### src/rtl/gpr_pkg.sv
// Shared types and constants for the multi-port GPR file.
// ABI register names are provided for readable stimulus and debug code.
package gpr_pkg;

  localparam int NREG_DFLT = 32;
  localparam int XLEN_DFLT = 64;
  localparam int REG_AW    = $clog2(NREG_DFLT);

  typedef logic [REG_AW-1:0]    reg_addr_t;
  typedef logic [XLEN_DFLT-1:0] xlen_t;

  localparam reg_addr_t ZERO = 5'd0;
  localparam reg_addr_t RA   = 5'd1;
  localparam reg_addr_t SP   = 5'd2;
  localparam reg_addr_t GP   = 5'd3;
  localparam reg_addr_t TP   = 5'd4;
  localparam reg_addr_t T0   = 5'd5;
  localparam reg_addr_t T1   = 5'd6;
  localparam reg_addr_t T2   = 5'd7;
  localparam reg_addr_t S0   = 5'd8;
  localparam reg_addr_t S1   = 5'd9;
  localparam reg_addr_t A0   = 5'd10;
  localparam reg_addr_t A1   = 5'd11;
  localparam reg_addr_t A2   = 5'd12;

  function automatic bit is_pow2(input int n);
    return (n >= 2) && ((n & (n - 1)) == 0);
  endfunction

endpackage

### src/rtl/gpr_scoreboard.sv
// Busy-bit scoreboard: issue reserves a destination, writeback releases it.
// A reserve and a release of the same register in one cycle leaves it busy.
module gpr_scoreboard
  import gpr_pkg::*;
#(
  parameter int NREG     = 32,
  parameter int NWR      = 1,
  parameter int ZERO_REG = 1
) (
  input  logic                          clock,
  input  logic                          reset,
  input  logic                          rsv_en_i,
  input  logic [$clog2(NREG)-1:0]       rsv_addr_i,
  input  logic [NWR-1:0]                wr_en_i,
  input  logic [NWR*$clog2(NREG)-1:0]   wr_addr_i,
  output logic [NREG-1:0]               busy_o
);

  localparam int AW = $clog2(NREG);

  logic [NREG-1:0] busy_q, busy_d;

  always_comb begin
    busy_d = busy_q;
    for (int j = 0; j < NWR; j++) begin
      if (wr_en_i[j]) busy_d[wr_addr_i[j*AW +: AW]] = 1'b0;
    end
    // set is applied last so a new producer supersedes the one retiring
    if (rsv_en_i) busy_d[rsv_addr_i] = 1'b1;
    if (ZERO_REG != 0) busy_d[0] = 1'b0;
  end

  always_ff @(posedge clock) begin
    if (!reset) busy_q <= '0;
    else        busy_q <= busy_d;
  end

  assign busy_o = busy_q;

endmodule

### src/rtl/gpr_file_mp.sv
// Multi-port integer register file with write-to-read bypass, hardwired zero
// register option, debug read port and an integrated busy scoreboard.
module gpr_file_mp
  import gpr_pkg::*;
#(
  parameter int XLEN     = 64,
  parameter int NREG     = 32,
  parameter int NRD      = 2,
  parameter int NWR      = 1,
  parameter int BYPASS   = 1,
  parameter int ZERO_REG = 1
) (
  input  logic                          clock,
  input  logic                          reset,
  input  logic [NRD*$clog2(NREG)-1:0]   rd_addr,
  output logic [NRD*XLEN-1:0]           rd_data,
  output logic [NRD-1:0]                rd_busy,
  input  logic [NWR-1:0]                wr_en,
  input  logic [NWR*$clog2(NREG)-1:0]   wr_addr,
  input  logic [NWR*XLEN-1:0]           wr_data,
  input  logic                          rsv_en,
  input  logic [$clog2(NREG)-1:0]       rsv_addr,
  input  logic [$clog2(NREG)-1:0]       dbg_addr,
  output logic [XLEN-1:0]               dbg_data
);

  localparam int AW = $clog2(NREG);

  if (!is_pow2(NREG)) begin : g_bad_nreg
    $error("gpr_file_mp: NREG must be a power of 2 and at least 2");
  end
  if (NWR < 1 || NWR > 2) begin : g_bad_nwr
    $error("gpr_file_mp: NWR must be 1 or 2");
  end

  logic [XLEN-1:0] regs_q [NREG];
  logic [NREG-1:0] busy;

  gpr_scoreboard #(
    .NREG     (NREG),
    .NWR      (NWR),
    .ZERO_REG (ZERO_REG)
  ) u_scoreboard (
    .clock      (clock),
    .reset      (reset),
    .rsv_en_i   (rsv_en),
    .rsv_addr_i (rsv_addr),
    .wr_en_i    (wr_en),
    .wr_addr_i  (wr_addr),
    .busy_o     (busy)
  );

  // later ports overwrite earlier ones, so port 1 wins an address conflict
  always_ff @(posedge clock) begin
    if (!reset) begin
      for (int i = 0; i < NREG; i++) regs_q[i] <= '0;
    end else begin
      for (int j = 0; j < NWR; j++) begin
        if (wr_en[j] && !(ZERO_REG != 0 && wr_addr[j*AW +: AW] == '0))
          regs_q[wr_addr[j*AW +: AW]] <= wr_data[j*XLEN +: XLEN];
      end
    end
  end

  always_comb begin
    rd_data = '0;
    rd_busy = '0;
    for (int i = 0; i < NRD; i++) begin
      rd_data[i*XLEN +: XLEN] = regs_q[rd_addr[i*AW +: AW]];
      rd_busy[i]              = busy[rd_addr[i*AW +: AW]];
      if (BYPASS != 0) begin
        for (int j = 0; j < NWR; j++) begin
          if (wr_en[j] && wr_addr[j*AW +: AW] == rd_addr[i*AW +: AW])
            rd_data[i*XLEN +: XLEN] = wr_data[j*XLEN +: XLEN];
        end
      end
      if (ZERO_REG != 0 && rd_addr[i*AW +: AW] == '0) rd_data[i*XLEN +: XLEN] = '0;
    end
  end

  assign dbg_data = (ZERO_REG != 0 && dbg_addr == '0) ? '0 : regs_q[dbg_addr];

endmodule

### config.mk
export PLATFORM = sky130hd
export DESIGN_NAME = gpr_file_mp
export DESIGN_NICKNAME = d
export VERILOG_FILES = /design/src/rtl/gpr_pkg.sv /design/src/rtl/gpr_scoreboard.sv /design/src/rtl/gpr_file_mp.sv
export SDC_FILE = /design/constraint.sdc
export NUM_CORES = 2
export LEC_CHECK = 0
export CORE_MARGIN = 1.5
export CORE_UTILIZATION = 35
export CTS_CLUSTER_SIZE = 28
export DETAILED_ROUTE_END_ITERATION = 16
export PLACE_DENSITY = 0.53
export SYNTH_ARGS = -nofsm -noshare
export SYNTH_HDL_FRONTEND = slang
export SYNTH_SLANG_ARGS = --single-unit
### constraint.sdc
create_clock -name clock -period 15 [get_ports clock]
set_clock_uncertainty 0.2 [all_clocks]
set_input_delay 3 -clock clock [delete_from_list [all_inputs] [get_ports clock]]
set_output_delay 3 -clock clock [all_outputs]
set_load 0.02 [all_outputs]
==> run_results.csv <==
group,metric,value,unit
synthesis,synth_area,0.128,sq mm
timing,hold_viol_final,0,
setup_path,critPathMaxStageDelay,0.91,ns
outcome,status,"finished clean",
setup_path,arrival,8.12,ns
clock_network,htree_levels,4,
floorplanning,core_area,0.363,sq mm
detailed_routing,vias,94800,
worst_hold_path,holdPathStages,2,
global_route,gr-total-overflow,0,
timing,relSlewSlack,3.44,%
synthesis,ys_warn_count,0,
timing,layout_setup_ws,3.68,ns
setup_path,slowest_stage,"a2111oi_0",
setup_path,r2r-start,"u_scoreboard.busy_o[19]",
timing,hold_ws,0.288,ns
timing,maxSlewViolCount,0,
placement,place_congestion,0.912,
floorplanning,initial_core_util,35.3,%
placement,place_ws,3.81,ns
synthesis,synth.distinct_cells,66,
placement,io_buffer_count,286,
global_route,grt_pass1_wl,820,mm
floorplanning,die_h,608,um
layout,final_core_util,39.6,%
clock_network,post-cts-setup-buffers,0,
clock_network,ctsHoldBuffers,0,
clock_network,clk_transition_reported_paths,0.06,ns
setup_path,cp_max_fo,32,
global_route,track_usage,32.5,%
worst_hold_path,min_from,"u_scoreboard.busy_o[10]",
synthesis,postSynthCellCount,8840,
layout,multiInputGateArea,0.0622,sq mm
clock_network,cts_resized,0,
flow_run,drv_cap,0,
pwr,p_per_area,110,mW/mm^2
clock_network,cts_tree,"done",
synthesis,synth_edf_count,2048,
synthesis,syn_area_per_cell,14.5,sq um
layout,seqCellArea,0.0621,sq mm
layout,design_area,0.144,sq mm
placement,placed_cell_area,0.136,sq mm
setup_path,cp_cell_sequence,"buf_8 -> buf_4 -> or2_4 -> buf_4 -> a2111oi_0 -> a2111oi_0 -> a211oi_1 -> nor2_1 -> clkdlybuf4s50_1",
timing,tightest_slew,1.44,ns
worst_hold_path,hold-path-endpoint,"u_scoreboard.busy_o[10]",
detailed_routing,vias_per_cell,6.86,
clock_network,clock_latency,0.93,ns
layout,fin_cells,13800,
clock_network,ctsLongestPathBuffers,4,
clock_network,clock-sinks,2079,
timing,fmax,88.3,MHz
layout,nets,8828,
detailed_routing,drt-initial-drc-count,17800,
worst_hold_path,hold_path_class,"flip-flop to flip-flop",
layout,drive_gt1_share,25.6,%
detailed_routing,drt_pre_antenna_iters,8,
setup_path,start_kind,"primary input",
synthesis,async_reset_ff_share,0,%
floorplanning,io_pins,287,
timing,rsz0062_at_grt,"no",
global_route,grt_max_degree,113,
synthesis,ys_seq_area_share,48.5,%
setup_path,reg2reg_depth,2,
setup_path,r2r-end,"u_scoreboard.busy_o[19]",
floorplanning,fp.dieW,608,um
setup_path,critPathKind,"primary input to output pin",
setup_path,r2r_slack,14.07,ns
floorplanning,placementRows,221,
global_route,grt_pass1_vias,90400,
timing,setup_tns,0,ns
pwr,leakage,48.5,nW
timing,finalSetupViolCount,0,
pwr,p_total,15.8,mW
synthesis,ys_ff_latch,2079,
detailed_routing,finalWirelength,617,mm
setup_path,end_kind,"output pin",
floorplanning,dieArea,0.369,sq mm
pwr,peakVddDrop,0.0992,mV
detailed_routing,drtAntennaViolNets,0,
global_route,grt_antenna_before_repair,96,
layout,syn_to_final_growth,12.3,%
timing,min_period,11.32,ns
placement,place_inst,13300,
detailed_routing,wl_per_cell,44.7,um
setup_path,cp_data_required_time,11.80,ns
detailed_routing,route.detailed.drc,0,
placement,dpl.hpwl,358,mm
layout,fill_cells,33100,
clock_network,cts_buffers,236,
clock_network,clockRootBuffer,"clkbuf_16",
timing,finalCritPeriodShare,75.5,%
synthesis,yosys_most_used_dff,"edfxtp_1",
## registers in the layout, indices dropped and copies added, names as in the netlist
register,flops
u_scoreboard.busy_o,31
regs_q,2048
## critical path, delay by kind of cell
family,cells,cell delay (ns)
AOI/OAI and AO/OA,3,1.26
buffers and inverters,4,2.38
and+or+nand+nor,2,1.34
## worst max-delay path by stage
| stage | depth (start not counted) | slack (ns) | startpoint | end |
|---|---|---|---|---|
| after CTS | 9 | 3.80 | rd_addr[0] | rd_data[40] |
| after global placement | 10 | 3.13 | rd_addr[7] | rd_data[120] |
| after detailed placement | 9 | 3.81 | rd_addr[0] | rd_data[40] |
| after floorplan | 4 | 5.87 | wr_en | regs_q[4][0] |
| after global routing | 9 | 3.75 | rd_addr[5] | rd_data[123] |
| final | 9 | 3.68 | rd_addr[7] | rd_data[80] |
## synthesized netlist by cell type, drive strengths merged, types with 4 or more instances
library cell | instances | area [sq um]
edfxtp | 2048 | 61500
and2 | 1989 | 12400
mux4 | 1456 | 32800
clkbuf | 645 | 2420
mux2i | 596 | 5970
buf | 360 | 2220
o21ai | 251 | 1260
nand2 | 246 | 923
a21oi | 213 | 1070
nor2 | 207 | 785
a22oi | 105 | 788
a221oi | 88 | 771
a31oi | 74 | 463
o22ai | 70 | 438
mux2 | 63 | 709
a22o | 58 | 508
nand3 | 48 | 240
a211oi | 42 | 315
nor3 | 39 | 200
nor2b | 36 | 225
o211ai | 32 | 240
dfxtp | 31 | 621
and3 | 14 | 87.6
inv | 13 | 48.8
o221ai | 12 | 105
a311oi | 9 | 78.8
o2111ai | 9 | 78.8
a2111oi | 8 | 70.1
nor3b | 8 | 80.1
xor2 | 8 | 70.1
nand3b | 7 | 52.6
nand2b | 6 | 37.5
and3b | 4 | 35.0
o311a | 4 | 40.0
o31ai | 4 | 30.0
## area by class of cell
type | count | share of cell area, %
Sequential cell | 2079 | 43.2
Multi-Input combinational cell | 5805 | 43.3
Antenna cell | 94 | 0.164
Timing Repair Buffer | 599 | 3.91
Inverter | 14 | 0.0479
Clock buffer | 290 | 4.32
Tap cell | 4794 | 4.17
Clock inverter | 132 | 0.885
## power by group
part	leakage, nW	total (mW)	switching, mW	internal, mW
sequential	19.8	6.95	0.240	6.71
combinational	25.1	2.91	1.79	1.13
clock	3.66	5.92	2.57	3.36
## placed cells by master (no fill, tap or decap), types with 35 or more instances in the layout
cell type and instances:
a211oi_1 42, a21oi_1 213, a221oi_1 88, a22o_1 58
a22oi_1 105, a31oi_1 74, and2_1 1987, buf_4 283
clkbuf_1 49, clkbuf_16 242, clkdlybuf4s50_1 266, clkinv_1 58
clkinv_2 39, conb_1 64, diode_2 94, edfxtp_1 2048
mux2_2 63, mux2i_1 595, mux4_2 1456, nand2_1 241
nand3_1 44, nor2_1 169, nor2_4 37, nor3_1 35
o21ai_0 217, o22ai_1 70
## cell families after synthesis
family,Yosys count,share of synthesized area [%]
simple gates,2619,11.9
mux,2115,30.8
flops,2079,48.5
buf+inv,1019,3.66
compound gates,997,5.01
xor+xnor,10,0.0684
other cells,1,0.00293
## per-layer routing
metal | track usage (%) | up-vias | wire length, um
met3 | 8.45 | 1902 | 79400
li1 | - | 34600 | -
met4 | 21.6 | 22 | 46000
met2 | 49.7 | 8705 | 278000
met1 | 40.7 | 49500 | 214000
met5 | 0 | - | 172
(Power assumes the default switching activity.)
